[src/rtl/ser_bus_master_pkg.sv]
// Shared constants and state encoding for the serial-to-bus bridge.
// Bus command codes mirror the legacy include.h definitions.
package ser_bus_master_pkg;

  localparam logic [3:0] MEM_IDLE = 4'd0;
  localparam logic [3:0] DMEM_LW  = 4'b0101;
  localparam logic [3:0] DMEM_SW  = 4'b1101;

  localparam logic [7:0] OP_WR   = 8'h57;
  localparam logic [7:0] OP_RD   = 8'h52;
  localparam logic [7:0] RSP_ACK = 8'h4B;
  localparam logic [7:0] RSP_ERR = 8'h3F;

  typedef enum logic [2:0] {
    ST_IDLE,
    ST_GET_ADDR,
    ST_GET_DATA,
    ST_BUS_REQ,
    ST_BUS_WAIT,
    ST_SEND,
    ST_ERR
  } state_e;

endpackage

[src/rtl/ser_bus_master_tx_seq.sv]
// Response byte sequencer: emits up to four bytes MSB-first to the UART
// transmitter, ignoring txd_busy for a short guard window after each load.
module ser_tx_seq (
  input  logic        clk,
  input  logic        rst_n,
  input  logic        start_i,
  input  logic [31:0] word_i,
  input  logic [2:0]  cnt_i,
  input  logic        txd_busy_i,
  output logic [7:0]  tx_data_o,
  output logic        txd_ld_o,
  output logic        active_o
);

  logic [31:0] buf_q;
  logic [2:0]  cnt_q;
  logic [1:0]  guard_q;
  logic [7:0]  data_q;
  logic        ld_q;
  logic        can_load;

  // Guard covers the load cycle and the two after it, since busy may rise late.
  assign can_load = (cnt_q != 3'd0) && !txd_busy_i && (guard_q == 2'd0);

  always_ff @(posedge clk or negedge rst_n) begin
    if (!rst_n) begin
      buf_q   <= '0;
      cnt_q   <= '0;
      guard_q <= '0;
      data_q  <= '0;
      ld_q    <= 1'b0;
    end else begin
      ld_q <= 1'b0;
      if (guard_q != 2'd0) guard_q <= guard_q - 2'd1;
      if (start_i) begin
        buf_q <= word_i;
        cnt_q <= cnt_i;
      end else if (can_load) begin
        data_q  <= buf_q[31:24];
        ld_q    <= 1'b1;
        buf_q   <= {buf_q[23:0], 8'h00};
        cnt_q   <= cnt_q - 3'd1;
        guard_q <= 2'd3;
      end
    end
  end

  assign tx_data_o = data_q;
  assign txd_ld_o  = ld_q;
  assign active_o  = (cnt_q != 3'd0);

endmodule

[src/rtl/ser_bus_master.sv]
// Serial-to-bus bridge: framed UART commands become single-word bus
// writes/reads, answered with an ack byte or the four read data bytes.
module ser_bus_master
  import ser_bus_master_pkg::*;
#(
  parameter int unsigned TIMEOUT = 100000,
  parameter int unsigned RD_LAT  = 1
) (
  input  logic        clk,
  input  logic        rst,
  input  logic [7:0]  rx_data,
  input  logic        rxd_rdy,
  output logic        rxd_ft,
  output logic [7:0]  tx_data,
  output logic        txd_ld,
  input  logic        txd_busy,
  output logic [31:0] bus_addr,
  output logic [31:0] bus_dout,
  output logic [3:0]  bus_mem_ctl,
  input  logic        bus_gnt,
  input  logic [31:0] bus_din,
  output logic        frame_err
);

  state_e      state_q;
  logic        is_rd_q;
  logic [1:0]  byte_cnt_q;
  logic [31:0] addr_q, addr_d;
  logic [31:0] data_q, data_d;
  logic [31:0] to_cnt_q;
  logic [1:0]  lat_cnt_q;
  logic        ft_q, ft_hold_q;
  logic        err_q;
  logic [31:0] bus_addr_q, bus_dout_q;
  logic [3:0]  ctl_q;
  logic        seq_start_q;
  logic [31:0] seq_word_q;
  logic [2:0]  seq_cnt_q;
  logic        tx_active;
  logic        take;

  // A byte is not sampled while rxd_ft is high nor in the cycle after,
  // because the UART's rdy may still be stale there.
  always_comb begin
    take = rxd_rdy && !ft_q && !ft_hold_q &&
           (state_q == ST_IDLE || state_q == ST_GET_ADDR || state_q == ST_GET_DATA);
    addr_d = addr_q;
    data_d = data_q;
    if (take && state_q == ST_GET_ADDR) addr_d = {addr_q[23:0], rx_data};
    if (take && state_q == ST_GET_DATA) data_d = {data_q[23:0], rx_data};
  end

  always_ff @(posedge clk or negedge rst) begin
    if (!rst) begin
      state_q     <= ST_IDLE;
      is_rd_q     <= 1'b0;
      byte_cnt_q  <= '0;
      addr_q      <= '0;
      data_q      <= '0;
      to_cnt_q    <= '0;
      lat_cnt_q   <= '0;
      ft_q        <= 1'b0;
      ft_hold_q   <= 1'b0;
      err_q       <= 1'b0;
      bus_addr_q  <= '0;
      bus_dout_q  <= '0;
      ctl_q       <= MEM_IDLE;
      seq_start_q <= 1'b0;
      seq_word_q  <= '0;
      seq_cnt_q   <= '0;
    end else begin
      ft_q        <= 1'b0;
      ft_hold_q   <= ft_q;
      err_q       <= 1'b0;
      seq_start_q <= 1'b0;
      addr_q      <= addr_d;
      data_q      <= data_d;
      unique case (state_q)
        ST_IDLE: begin
          if (take) begin
            ft_q       <= 1'b1;
            byte_cnt_q <= '0;
            to_cnt_q   <= '0;
            if (rx_data == OP_WR || rx_data == OP_RD) begin
              is_rd_q <= (rx_data == OP_RD);
              state_q <= ST_GET_ADDR;
            end else begin
              err_q   <= 1'b1;
              state_q <= ST_ERR;
            end
          end
        end
        ST_GET_ADDR, ST_GET_DATA: begin
          if (take) begin
            ft_q       <= 1'b1;
            to_cnt_q   <= '0;
            byte_cnt_q <= byte_cnt_q + 2'd1;
            if (byte_cnt_q == 2'd3) begin
              if (state_q == ST_GET_ADDR && !is_rd_q) begin
                state_q <= ST_GET_DATA;
              end else begin
                state_q    <= ST_BUS_REQ;
                bus_addr_q <= addr_d;
                bus_dout_q <= data_d;
                ctl_q      <= is_rd_q ? DMEM_LW : DMEM_SW;
              end
            end
          end else if (to_cnt_q == 32'(TIMEOUT - 1)) begin
            state_q  <= ST_IDLE;
            err_q    <= 1'b1;
            to_cnt_q <= '0;
          end else begin
            to_cnt_q <= to_cnt_q + 32'd1;
          end
        end
        ST_BUS_REQ: begin
          if (bus_gnt) begin
            ctl_q <= MEM_IDLE;
            if (is_rd_q) begin
              lat_cnt_q <= 2'd1;
              state_q   <= ST_BUS_WAIT;
            end else begin
              seq_start_q <= 1'b1;
              seq_word_q  <= {RSP_ACK, 24'h0};
              seq_cnt_q   <= 3'd1;
              state_q     <= ST_SEND;
            end
          end
        end
        ST_BUS_WAIT: begin
          if (lat_cnt_q == 2'(RD_LAT)) begin
            seq_start_q <= 1'b1;
            seq_word_q  <= bus_din;
            seq_cnt_q   <= 3'd4;
            state_q     <= ST_SEND;
          end else begin
            lat_cnt_q <= lat_cnt_q + 2'd1;
          end
        end
        ST_SEND: begin
          if (!seq_start_q && !tx_active) state_q <= ST_IDLE;
        end
        ST_ERR: begin
          seq_start_q <= 1'b1;
          seq_word_q  <= {RSP_ERR, 24'h0};
          seq_cnt_q   <= 3'd1;
          state_q     <= ST_SEND;
        end
        default: state_q <= ST_IDLE;
      endcase
    end
  end

  ser_tx_seq u_tx_seq (
    .clk        (clk),
    .rst_n      (rst),
    .start_i    (seq_start_q),
    .word_i     (seq_word_q),
    .cnt_i      (seq_cnt_q),
    .txd_busy_i (txd_busy),
    .tx_data_o  (tx_data),
    .txd_ld_o   (txd_ld),
    .active_o   (tx_active)
  );

  assign rxd_ft      = ft_q;
  assign frame_err   = err_q;
  assign bus_addr    = bus_addr_q;
  assign bus_dout    = bus_dout_q;
  assign bus_mem_ctl = ctl_q;

endmodule

[config.mk]
export PLATFORM = sky130hd
export DESIGN_NAME = ser_bus_master
export DESIGN_NICKNAME = d
export VERILOG_FILES = /design/src/rtl/ser_bus_master_pkg.sv /design/src/rtl/ser_bus_master_tx_seq.sv /design/src/rtl/ser_bus_master.sv
export SDC_FILE = /design/constraint.sdc
export NUM_CORES = 1
export LEC_CHECK = 0
export ABC_AREA = 1
export CORE_MARGIN = 1
export CORE_UTILIZATION = 43
export CTS_CLUSTER_DIAMETER = 50
export DETAILED_ROUTE_END_ITERATION = 7
export SYNTH_ARGS = -nofsm -noshare
export SYNTH_HDL_FRONTEND = slang
export SYNTH_SLANG_ARGS = --single-unit
[constraint.sdc]
create_clock -name clk -period 3.1 [get_ports clk]
set_clock_uncertainty 0.1 [all_clocks]
set_input_delay 0.62 -clock clk [delete_from_list [all_inputs] [get_ports clk]]
set_output_delay 0.62 -clock clk [all_outputs]
set_load 0.02 [all_outputs]
After elaboration in Yosys (flattened, before gate mapping)

Index checks and enable logic that the tools add are counted.

Bits in registers: 257
Bits in latches: 0
Memory bits (writable): 0
Bits in read-only memories: 0
Output and inout port bits: 79
Word-level logic and storage cells: 147
Memories: 0

$add $sub $neg: 5
$mul: 0
Divide/modulo/power cells: 0
$lt $le $gt $ge: 0
Equal/unequal tests: 23
Shift operators: 0
Multiplexer cells: 58
Bitwise gates (word level): 2
Reductions and logical operators: 38

Operators with widths:

| operator                | number |
|---|---|
| $mux W32                | 10 |
| $pmux W32 S3            | 1 |
| $pmux W32 S2            | 1 |
| $mux W3                 | 13 |
| $add A32 B1 Y32 const B | 1 |
| $eq A32 B17 Y1 const B  | 1 |
| $mux W4                 | 5 |
| $ne A2 B2 Y1 const B    | 10 |
| $pmux W3 S6             | 1 |
| $eq A8 B7 Y1 const B    | 2 |
| $mux W2                 | 8 |
| $mux W1                 | 13 |
| $reduce_and A4 Y1       | 3 |
| $reduce_bool A2 Y1      | 5 |
| $eq A3 B3 Y1 const B    | 3 |
| $logic_and A1 B1 Y1     | 9 |
| $pmux W3 S3             | 1 |
| $pmux W2 S2             | 2 |
| $pmux W4 S2             | 1 |
| $eq A3 B2 Y1 const B    | 2 |
| $logic_not A1 Y1        | 6 |
| $ne A3 B3 Y1 const B    | 2 |
| $reduce_and A3 Y1       | 2 |
| $reduce_and A6 Y1       | 1 |
| other kinds (17)        | 23 |

Logic depth before layout (Yosys ltp)

Gate-level depths: netlist of the first run.

Word-level depth: 6
Depth in mapped cells: 11
Gate-level depth less buffers: 11

By module

Synthesis of the first run repeated with hierarchy kept, for this count alone.

Cell total of the unflattened synthesis: 1406
Area total of the unflattened synthesis: 11566.1 um^2

By module, submodules not included:

| module         | times used | cells each | area each (um^2) |
|---|---|---|---|
| ser_bus_master | 1          | 1121       | 9360.2 |
| ser_tx_seq     | 1          | 285        | 2205.9 |

Worst setup path after synthesis of the first run

OpenSTA, ideal clock, no wires.

Path type: input-to-reg
Start: in rxd_rdy
End: reg bus_addr_q[10] (netlist: bus_addr[10])
Arrival: 1607 ps
Data required time: 2883 ps
Path slack: 1276 ps
Stages on the path: 9
Cell sequence: nand2_1 > nor2_2 > nand3_1 > nor2_2 > inv_2 > buf_6 > buf_2 > nand2_1 > nand2_1

Longest elaborated chain between the ends: 5

RTL lines:

| element                             | RTL line              | RTL |
|---|---|---|
| start, declared                     | ser_bus_master.sv:12  | `input logic rxd_rdy,` |
| $logic_and A1 B1 Y1 * (3 in series) | ser_bus_master.sv:45  | `take = rxd_rdy && !ft_q && !ft_hold_q &&` |
| $logic_and A1 B1 Y1                 | ser_bus_master.sv:49  | `if (take && state_q == ST_GET_ADDR) addr_d = {addr_q[23:0], rx_data};` |
| $mux W32                            | ser_bus_master.sv:49  |  |
| end signal, assigned                | ser_bus_master.sv:103 | `bus_addr_q <= addr_d;` |
| end, declared                       | ser_bus_master.sv:34  | `logic [31:0] bus_addr_q, bus_dout_q;` |

Every way passes the cells marked *; elsewhere a longest branch is shown, timed or not.
A chain may end at the register's enable or synchronous reset.

==> impl_results.md, run 1 <==
- Status: finished clean
- Leading cell type in the layout, fill and taps excluded: nand2_1
- Grt ovf: 0
- Met3 WL post-DR: 1.06 mm
- Peak VDD IR: 0.000504 V
- RSZ-0062 raised after global routing: no
- Worst slew pin tran: 0.725 ns
- Wl on met1: 12.9 mm
- DRC violations left: 0
- CP Data Required Time: 2.38 ns
- Comb pwr share: 0.317
- CP Cell Sequence: clkdlybuf4s50_1
- Die Width: 163 um
- Commonest cells after routing, fill and taps aside: 528 x nand2_1, 254 x dfrtp_1, 121 x clkdlybuf4s50_1, 119 x nor2_1, 115 x inv_1
- Slew HR: 0.516
- Pin count of the biggest net entering global routing: 82
- Top-area cell type share of the netlist area: 0.567
- Critical Path Source Type: register
- Clock slew seen by the registers of the worst setup and hold paths: 0.06 ns
- DIE HEIGHT: 163 um
- Slew Limit Fails: 0
- Leading post-synthesis cells by cell area: dfrtp_1 57%, nand2_1 18%, nor2_1 4.0%, inv_1 3.9%, nand3_1 2.6%
- Number of buffers added for setup after CTS: 0
- # IOs: 124
- Initial antenna violation count: 0
- LEAKAGE: 6.79 nW
- Synthesized flop and latch total: 254
- Area delta synth->final: 23.2%
- Num Clock Sinks: 254
- Gr usage total: 0.201
- Largest fanout on the critical path: 3
- IO Port Bufs: 122
- CTS tree: yes
- Fmax: 432 MHz
- CTS buffer count: 31
- TritonRoute pass-1 iters: 5
- Clock power frac: 0.291
- Worst-skew pair later-pin latency: 0.55 ns
- Crit share post-route: 0.747
- Power Dens Cells: 911 nW/um^2
- Iter 0 DRT Violations: 670
- Post-route ant nets: 0
- Sw Ratio: 0.355
- Starting Density: 0.441
- First-pass GRT wire length: 43.2 mm
- Total number of vias: 8867
- Hold Path Class: register to register
- Top layer in use: met4
- Crit path DAT: 1.60 ns
- Synthesized net count: 1383
- Synthesized area: 11200 sq um
- Area leader, netlist: dfrtp_1
- Met2 wire len: 11.5 mm
- Hold Vio Cnt, Final: 0
- Clock Path Buffers: 3
- Vias in the first global route: 8519
- Share of layout cells above drive strength 1: 0.0872
- Fin crit period: 2.32 ns
- Netlist cell types: 34
- Syn Inst Count: 1333
- Endpoints failing setup: 0
- Clock root buffer: clkbuf_16
- H-Tree Level Count: 1
- Pint: 8.12 mW
- Avg Inst Size Synth: 8.41 sq um
- Nature of the critical path endpoint: output pin
- Synth warnings: 0
- Sequential share of the synthesized area: 0.567
- Hpwl dp: 17.5 mm
- GP Congestion: 0.884
- Nets@finish: 1505
- Crit path buf inv count: 1
- Crit-path slowest cell: clkdlybuf4s50_1
- Die area: 26700 sq um
- Avg WL per Cell: 14.5 um
- Via density per instance: 4.90
- CP delay by family, top: buffers and inverters
- Layout Utilization: 0.544
- Fin Setup TNS: 0 ns
- Flop pwr share: 0.392
- P_sw: 4.47 mW
- Kind of critical path: register to output pin
- Critical path's largest stage delay: 0.64 ns
- DRT Wirelength: 26.2 mm
- Max Cap Viol: 0
- Fillers: 2385
- Diode count: 0
- Num rows: 58
- Core Area: 25400 sq um
[logic make-up after synthesis]
family	after synthesis	share of synthesized area
other cells	1	0.000335
simple gates	752	0.270
compound gates	141	0.0837
fa+ha+maj	5	0.00558
xor+xnor	5	0.00391
buf+inv	175	0.0693
flops	254	0.567
[worst paths after layout]
check	from	endpoint	slack (ns)	depth (start not counted)
setup / recovery	bus_mem_ctl[2]$_DFFE_PN0P_	bus_mem_ctl[0]	0.78	1
hold / removal	rxd_ft$_DFF_PN0_	ft_hold_q$_DFF_PN0_	0.35	0
setup reg to reg	to_cnt_q[0]$_DFFE_PN0P_	state_q[1]$_DFFE_PN0P_	0.82	10
hold reg to reg	rxd_ft$_DFF_PN0_	ft_hold_q$_DFF_PN0_	0.35	0
max in group asynchronous	rst	to_cnt_q[29]$_DFFE_PN0P_	1.55	3
min in group asynchronous	rst	seq_word_q[25]$_DFFE_PN0P_	0.54	2
[cell type report]
type                            instances  area (sq um)  area share
Timing Repair Buffer                  141          1430       0.104
Inverter                              123           462      0.0334
Sequential cell                       254          6360       0.460
Clock buffer                           38           862      0.0624
Clock inverter                         19           204      0.0148
Tap cell                              330           413      0.0299
Multi-Input combinational cell        904          4080       0.295
[per-stage QoR]
| step | instances | instance area, sq um | power [mW] | setup WS, ns | hold slack, ns |
|---|---|---|---|---|---|
| after floorplan | 1333 | 11200 | 7.55 | 1.28 | 0.224 |
| after global placement | 1751 | 12700 | 8.91 | 0.403 | 0.334 |
| after detailed placement | 1751 | 12700 | 8.99 | 0.351 | 0.327 |
| after CTS | 1809 | 13800 | 12.7 | 0.763 | 0.345 |
| after global routing | 1809 | 13800 | 13.4 | 0.651 | 0.386 |
| final | 1809 | 13800 | 12.6 | 0.785 | 0.346 |
[registers in the layout, indices dropped and copies added, names as in the netlist, 3 cells and up]
signal and count:
to_cnt_q 32, u_tx_seq.tx_data_o 8, bus_addr 32, u_tx_seq.cnt_q 3, state_q 3, bus_dout 32
seq_word_q 32, addr_q 32, u_tx_seq.buf_q 32, data_q 32
[power groups by stage]
stage          combinational (mW)  sequential (mW)  clock [mW]
2_1_floorplan                2.37             5.18           0
3_3_place_gp                 3.93             4.98           0
3_5_place_dp                 4.01             4.98           0
4_1_cts                      4.02             4.94        3.74
5_1_grt                      4.46             5.06        3.87
6_report                     3.98             4.94        3.67
[Yosys cell counts (all sizes together)]
| library cell | n |
|---|---|
| nor3 | 1 |
| conb | 1 |
| nand3 | 62 |
| buf | 42 |
| a22o | 17 |
| o41ai | 1 |
| nor2 | 126 |
| a21oi | 21 |
| inv | 122 |
| ha | 5 |
| nand3b | 4 |
| clkbuf | 10 |
| clkinv | 1 |
| o211ai | 9 |
| nand4 | 26 |
| o22ai | 9 |
| o221ai | 1 |
| xnor2 | 1 |
| or2 | 2 |
| nand2 | 531 |
| o21ai | 83 |
| xor2 | 4 |
| dfrtp | 254 |
[repair_timing]
action | CTS | global route
hold buffers | 1 | 0
gates resized for setup | 0 | 0
hold endpoints to repair | 77 | 0
[layer usage]
layer / vias up / track usage
met3: 47 / 0.0244
met1: 4200 / 0.301
met4: 0 / 0.0619
met5: - / 0
met2: 181 / 0.304
li1: 4439 / -
Power figures use the tool's default switching activity.
==> run 2, diff against run 1 <==
Settings changed: PLACE_DENSITY from default to 0.66.
Clock period 3.1 ns to 1.96 ns, I/O delays scaled along.
==> impl_results.md, run 2 (synthesis results as in run 1) <==
- Status: finished clean
- Avg WL per Cell: 14.8 um (+2.7%)
- Fmax: 543 MHz
- Post-route ant nets: 0 (unchanged)
- Clock root buffer: clkbuf_16
- TritonRoute pass-1 iters: 4 (-1)
- Die Width: 163 um (unchanged)
- DIE HEIGHT: 163 um (unchanged)
- Pre-CTS setup slack: -0.227 ns (-0.578 ns)
- Num Clock Sinks: 254 (unchanged)
- First-pass GRT wire length: 45.7 mm (+5.6%)
- Num rows: 58 (unchanged)
- Nets@finish: 1550 (+3.0%)
- Peak VDD IR: 0.000758 V (+50%)
- Area delta synth->final: 27.1%
- Fin Setup TNS: 0 ns (unchanged)
- GP Congestion: 0.878 (-0.66%)
- CTS tree: yes
- LEAKAGE: 7.43 nW (+9.4%)
- Hpwl dp: 19.3 mm (+9.9%)
- Critical path's largest stage delay: 0.43 ns (-0.21 ns)
- Fillers: 2360 (-1.0%)
- Hold Path Class: input pin to asynchronous set/reset pin
- Largest fanout on the critical path: 13 (+10)
- Iter 0 DRT Violations: 626 (-6.6%)
- Comb pwr share: 0.332 (+0.015)
- IO Port Bufs: 122 (unchanged)
- Vias in the first global route: 8931 (+4.8%)
- Slew Limit Fails: 0 (unchanged)
- Finished Layout Cells: 1850 (+2.3%)
- Hold Vio Cnt, Final: 0 (unchanged)
- Grt ovf: 0 (unchanged)
- Power Dens Cells: 1420 nW/um^2 (+56%)
- Core Area: 25400 sq um (unchanged)
- Pin count of the biggest net entering global routing: 65 (-21%)
- Max Cap Viol: 0 (unchanged)
- Via density per instance: 4.90 (-0.13%)
- Total number of vias: 9056 (+2.1%)
- CTS buffer count: 30 (-3.2%)
- Clock slew seen by the registers of the worst setup and hold paths: 0.06 ns (about the same)
- Crit path DAT: 2.20 ns (+0.60 ns)
- Diode count: 0 (unchanged)
- Worst setup margin: 0.119 ns (-0.666 ns)
- Commonest cells after routing, fill and taps aside: 527 x nand2_1, 253 x dfrtp_1, 117 x nor2_1, 115 x inv_1, 78 x dlygate4sd2_1
- DRT Wirelength: 27.5 mm (+5.0%)
- # IOs: 124 (unchanged)
- Nature of the critical path endpoint: register
- CP Cell Sequence: inv_2, nand3_2, nor2_1, nor2_1, o21ai_2, inv_2, nor2_1, nor2_1
- Number of buffers added for setup after CTS: 0 (unchanged)
- Clock power frac: 0.283 (-0.008)
- Worst-skew pair later-pin latency: 0.56 ns (about the same)
- Leading cell type in the layout, fill and taps excluded: nand2_1
- Starting Density: 0.441 (unchanged)
- Placed insts: 1797 (+2.6%)
- Endpoints failing setup: 0 (unchanged)
- Critical Path Source Type: register
- Crit-path slowest cell: dfrtp_1
- Clock Path Buffers: 3 (unchanged)
- Flop pwr share: 0.385 (-0.007)
- P_sw: 7.14 mW (+60%)
- DRC violations left: 0 (unchanged)
- H-Tree Level Count: 1 (unchanged)
- Die area: 26700 sq um (unchanged)
- Fin crit period: 1.84 ns
- Sw Ratio: 0.352 (-0.00281)
- Crit share post-route: 0.940
- Initial antenna violation count: 0 (unchanged)
- Gr usage total: 0.214 (+0.0133)
- Kind of critical path: register to register
- Share of layout cells above drive strength 1: 0.113 (+0.0259)
- Flop2flop setup slack: 0.12 ns (-0.70 ns)
- Crit path top cell by count: nor2_1
- CP Data Required Time: 2.31 ns (-0.07 ns)
- Pint: 13.1 mW (+62%)
-- run 2: layout make-up --
cell class	count	area, sq um	area share
clock buffers	40	848	0.0595
clock inverters	12	190	0.0133
inverters	123	462	0.0324
multi-input cells	904	4100	0.287
flip-flops and latches	254	6360	0.446
well taps	330	413	0.0290
repair buffers	187	1880	0.132
-- run 2: worst paths after layout --
check,start,end,cells past startpoint
worst max register to register,state_q[2]$_DFFE_PN0P_,seq_word_q[27]$_DFFE_PN0P_,8
max in group asynchronous,rst,bus_dout[30]$_DFFE_PN0P_,3
worst min-delay path,rst,u_tx_seq.buf_q[0]$_DFFE_PN0P_,2
worst max-delay path,state_q[2]$_DFFE_PN0P_,seq_word_q[27]$_DFFE_PN0P_,8
min in group clk,bus_din[7],seq_word_q[7]$_DFFE_PN0P_,3
worst min register to register,bus_dout[29]$_DFFE_PN0P_,bus_dout[29]$_DFFE_PN0P_,2
-- run 2: critical path, delay by kind of cell (launching register included) --
family	cells	cell delay, ns
buffers and inverters	2	0.37
and+or+nand+nor	5	0.65
DFF	1	0.43
AOI/OAI and AO/OA	1	0.17
-- run 2: through the flow --
stage | cell area [sq um] | hold slack, ns | power (mW) | utilization
after global routing | 14200 | 0.279 | 21.6 | 0.561
after CTS | 14200 | 0.265 | 20.4 | 0.560
after global placement | 13300 | 0.249 | 14.8 | 0.523
after detailed placement | 13300 | 0.258 | 14.9 | 0.523
final | 14200 | 0.253 | 20.3 | 0.561
after floorplan | 11200 | -0.00359 | 11.9 | -
-- run 2: power by group through the flow --
stage	clock network (mW)	registers, mW	logic [mW]
after global routing	6.09	7.98	7.52
after floorplan	0	8.19	3.75
final	5.74	7.79	6.73
after CTS	5.85	7.80	6.81
after global placement	0	7.87	6.92
after detailed placement	0	7.89	7.06
-- run 2: repair_timing --
item                       4_1_cts  5_1_grt
gates resized for setup         78        6
gates cloned                     0        0
hold buffers                     1        0
hold endpoints to repair        44        0
setup endpoints to repair       78       41
-- run 2: layer usage --
metal,vias up,track usage,wire length [um]
li1,4542,-,-
met1,4311,0.309,13000
met2,155,0.345,13000
met3,48,0.0231,907
met4,0,0.0547,570
met5,-,0,0
==> run 3, diff against run 2 <==
Settings changed: CTS_CLUSTER_SIZE from default to 12, PLACE_DENSITY 0.66 to default.
Clock period 1.96 ns to 2.19 ns, I/O delays scaled along.
==> impl_results.md, run 3 (synthesis results as in run 1) <==
- CTS buffer count: 30 (unchanged)
- Starting Density: 0.441 (unchanged)
- Max Cap Viol: 0 (unchanged)
- Crit share post-route: 0.970
- Die Width: 163 um (unchanged)
- Fin crit period: 2.12 ns
- Pint: 11.5 mW (-13%)
- Slew HR: 0.589
- Gr usage total: 0.211 (-0.00312)
- Nets@finish: 1541 (-0.58%)
- Iter 0 DRT Violations: 632 (+0.96%)
- Fmax: 471 MHz
- Kind of critical path: register to output pin
- Die area: 26700 sq um (unchanged)
- Clock root buffer: clkbuf_16
- CP delay by family, top: buffers and inverters
- Hold_ws: 0.337 ns (+0.0842 ns)
- RSZ-0062 raised after global routing: no
- Grt ovf: 0 (unchanged)
- CTS tree: yes
- Avg WL per Cell: 14.7 um (-1.0%)
- DRC violations left: 0 (unchanged)
- Pin count of the biggest net entering global routing: 65 (unchanged)
- Initial antenna violation count: 1 (+1)
- Flop2flop setup slack: 0.20 ns (+0.08 ns)
- Critical path's largest stage delay: 0.64 ns (+0.21 ns)
- Critical Path Source Type: register
- Sw Ratio: 0.355 (+0.00224)
- Status: finished clean
- Hpwl dp: 19.0 mm (-1.1%)
- Area delta synth->final: 25.3%
- Leading cell type in the layout, fill and taps excluded: nand2_1
- Largest fanout on the critical path: 4 (-9)
- GP Congestion: 0.859 (-2.1%)
- Peak VDD IR: 0.000698 V (-7.9%)
- Hold Vio Cnt, Final: 0 (unchanged)
- Flop pwr share: 0.394 (+0.009)
- DIE HEIGHT: 163 um (unchanged)
- Post-route ant nets: 0 (unchanged)
- Total power: 17.8 mW (-12%)
- CP Data Required Time: 1.65 ns (-0.66 ns)
- Total number of vias: 8987 (-0.76%)
- H-Tree Level Count: 1 (unchanged)
- Crit path DAT: 1.59 ns (-0.61 ns)
- TritonRoute pass-1 iters: 7 (+3)
- Vias in the first global route: 8879 (-0.58%)
- Worst slew pin tran: 0.617 ns
- Power Dens Cells: 1260 nW/um^2 (-11%)
- Post-cts sizing count: 0 (-100%)
- Hold Path Class: input pin to asynchronous set/reset pin
- Fillers: 2385 (+1.1%)
- Commonest cells after routing, fill and taps aside: 528 x nand2_1, 254 x dfrtp_1, 121 x clkdlybuf4s50_1, 119 x nor2_1, 115 x inv_1
- Nature of the critical path endpoint: output pin
- Num Clock Sinks: 254 (unchanged)
- Comb pwr share: 0.342 (+0.010)
- First-pass GRT wire length: 45.4 mm (-0.62%)
- IO Port Bufs: 122 (unchanged)
- Worst-skew pair later-pin latency: 0.54 ns (-0.02 ns)
- DRT Wirelength: 27.0 mm (-1.7%)
- CP Cell Sequence: clkdlybuf4s50_1
- P_sw: 6.29 mW (-12%)
- Via density per instance: 4.89 (-0.11%)
- # IOs: 124 (unchanged)
- LEAKAGE: 6.94 nW (-6.6%)
- Clock power frac: 0.264 (-0.019)
- Clock Path Buffers: 3 (unchanged)
- Crit-path slowest cell: clkdlybuf4s50_1
- Crit path buf inv count: 1 (-1)
- Core Area: 25400 sq um (unchanged)
- Share of layout cells above drive strength 1: 0.103 (-0.0103)
- Clock slew seen by the registers of the worst setup and hold paths: 0.06 ns (about the same)
- Num rows: 58 (unchanged)
- Slew Limit Fails: 0 (unchanged)
- Endpoints failing setup: 0 (unchanged)
[run 3: final cells by class]
cell class / instances / area (sq um) / area share
well taps: 330 / 413 / 0.0294
repair buffers: 178 / 1800 / 0.128
flip-flops and latches: 254 / 6360 / 0.453
clock inverters: 11 / 104 / 0.00739
multi-input cells: 904 / 4080 / 0.291
inverters: 123 / 462 / 0.0329
clock buffers: 37 / 828 / 0.0590
diodes: 1 / 2.50 / 0.000178
[run 3: path summary, 6_finish.rpt]
path | start | to | cells after the start
setup / recovery | rxd_ft$_DFF_PN0_ | rxd_ft | 1
hold / removal | rst | seq_word_q[25]$_DFFE_PN0P_ | 2
setup reg to reg | state_q[1]$_DFFE_PN0P_ | bus_dout[9]$_DFFE_PN0P_ | 9
hold reg to reg | u_tx_seq.guard_q[0]$_DFF_PN0_ | u_tx_seq.guard_q[0]$_DFF_PN0_ | 1
max in group asynchronous | rst | bus_addr[29]$_DFFE_PN0P_ | 3
min in group clk | u_tx_seq.guard_q[0]$_DFF_PN0_ | u_tx_seq.guard_q[0]$_DFF_PN0_ | 1
[run 3: power by group through the flow]
stage / clock network (mW) / registers, mW / logic (mW)
finish: 4.69 / 6.99 / 6.07
CTS: 4.83 / 6.99 / 6.16
global placement: 0 / 7.03 / 6.04
floorplan: 0 / 7.33 / 3.36
global route: 5.04 / 7.16 / 6.81
detailed placement: 0 / 7.05 / 6.13
[run 3: metrics by stage]
| stage | instances | setup TNS (ns) | setup slack, ns | area (sq um) | util |
|---|---|---|---|---|---|
| floorplan | 1333 | 0 | 0.425 | 11200 | - |
| detailed placement | 1788 | -5.15 | -0.104 | 13100 | 0.516 |
| global placement | 1788 | -2.68 | -0.0566 | 13100 | 0.516 |
| CTS | 1837 | 0 | 0.0394 | 14000 | 0.553 |
| finish | 1838 | 0 | 0.0651 | 14000 | 0.553 |
| global route | 1838 | 0 | 0.00000822 | 14000 | 0.553 |
[run 3: metal layers]
metal  share of wire  global-route usage
met5               0                   0
met4           0.014              0.0539
met3           0.049              0.0284
met2            0.45               0.331
met1            0.49               0.308
[run 3: repair_timing]
item                      in CTS  in global routing
hold buffers                   1                  0
setup buffers                  0                  0
hold endpoints to repair      48                  0
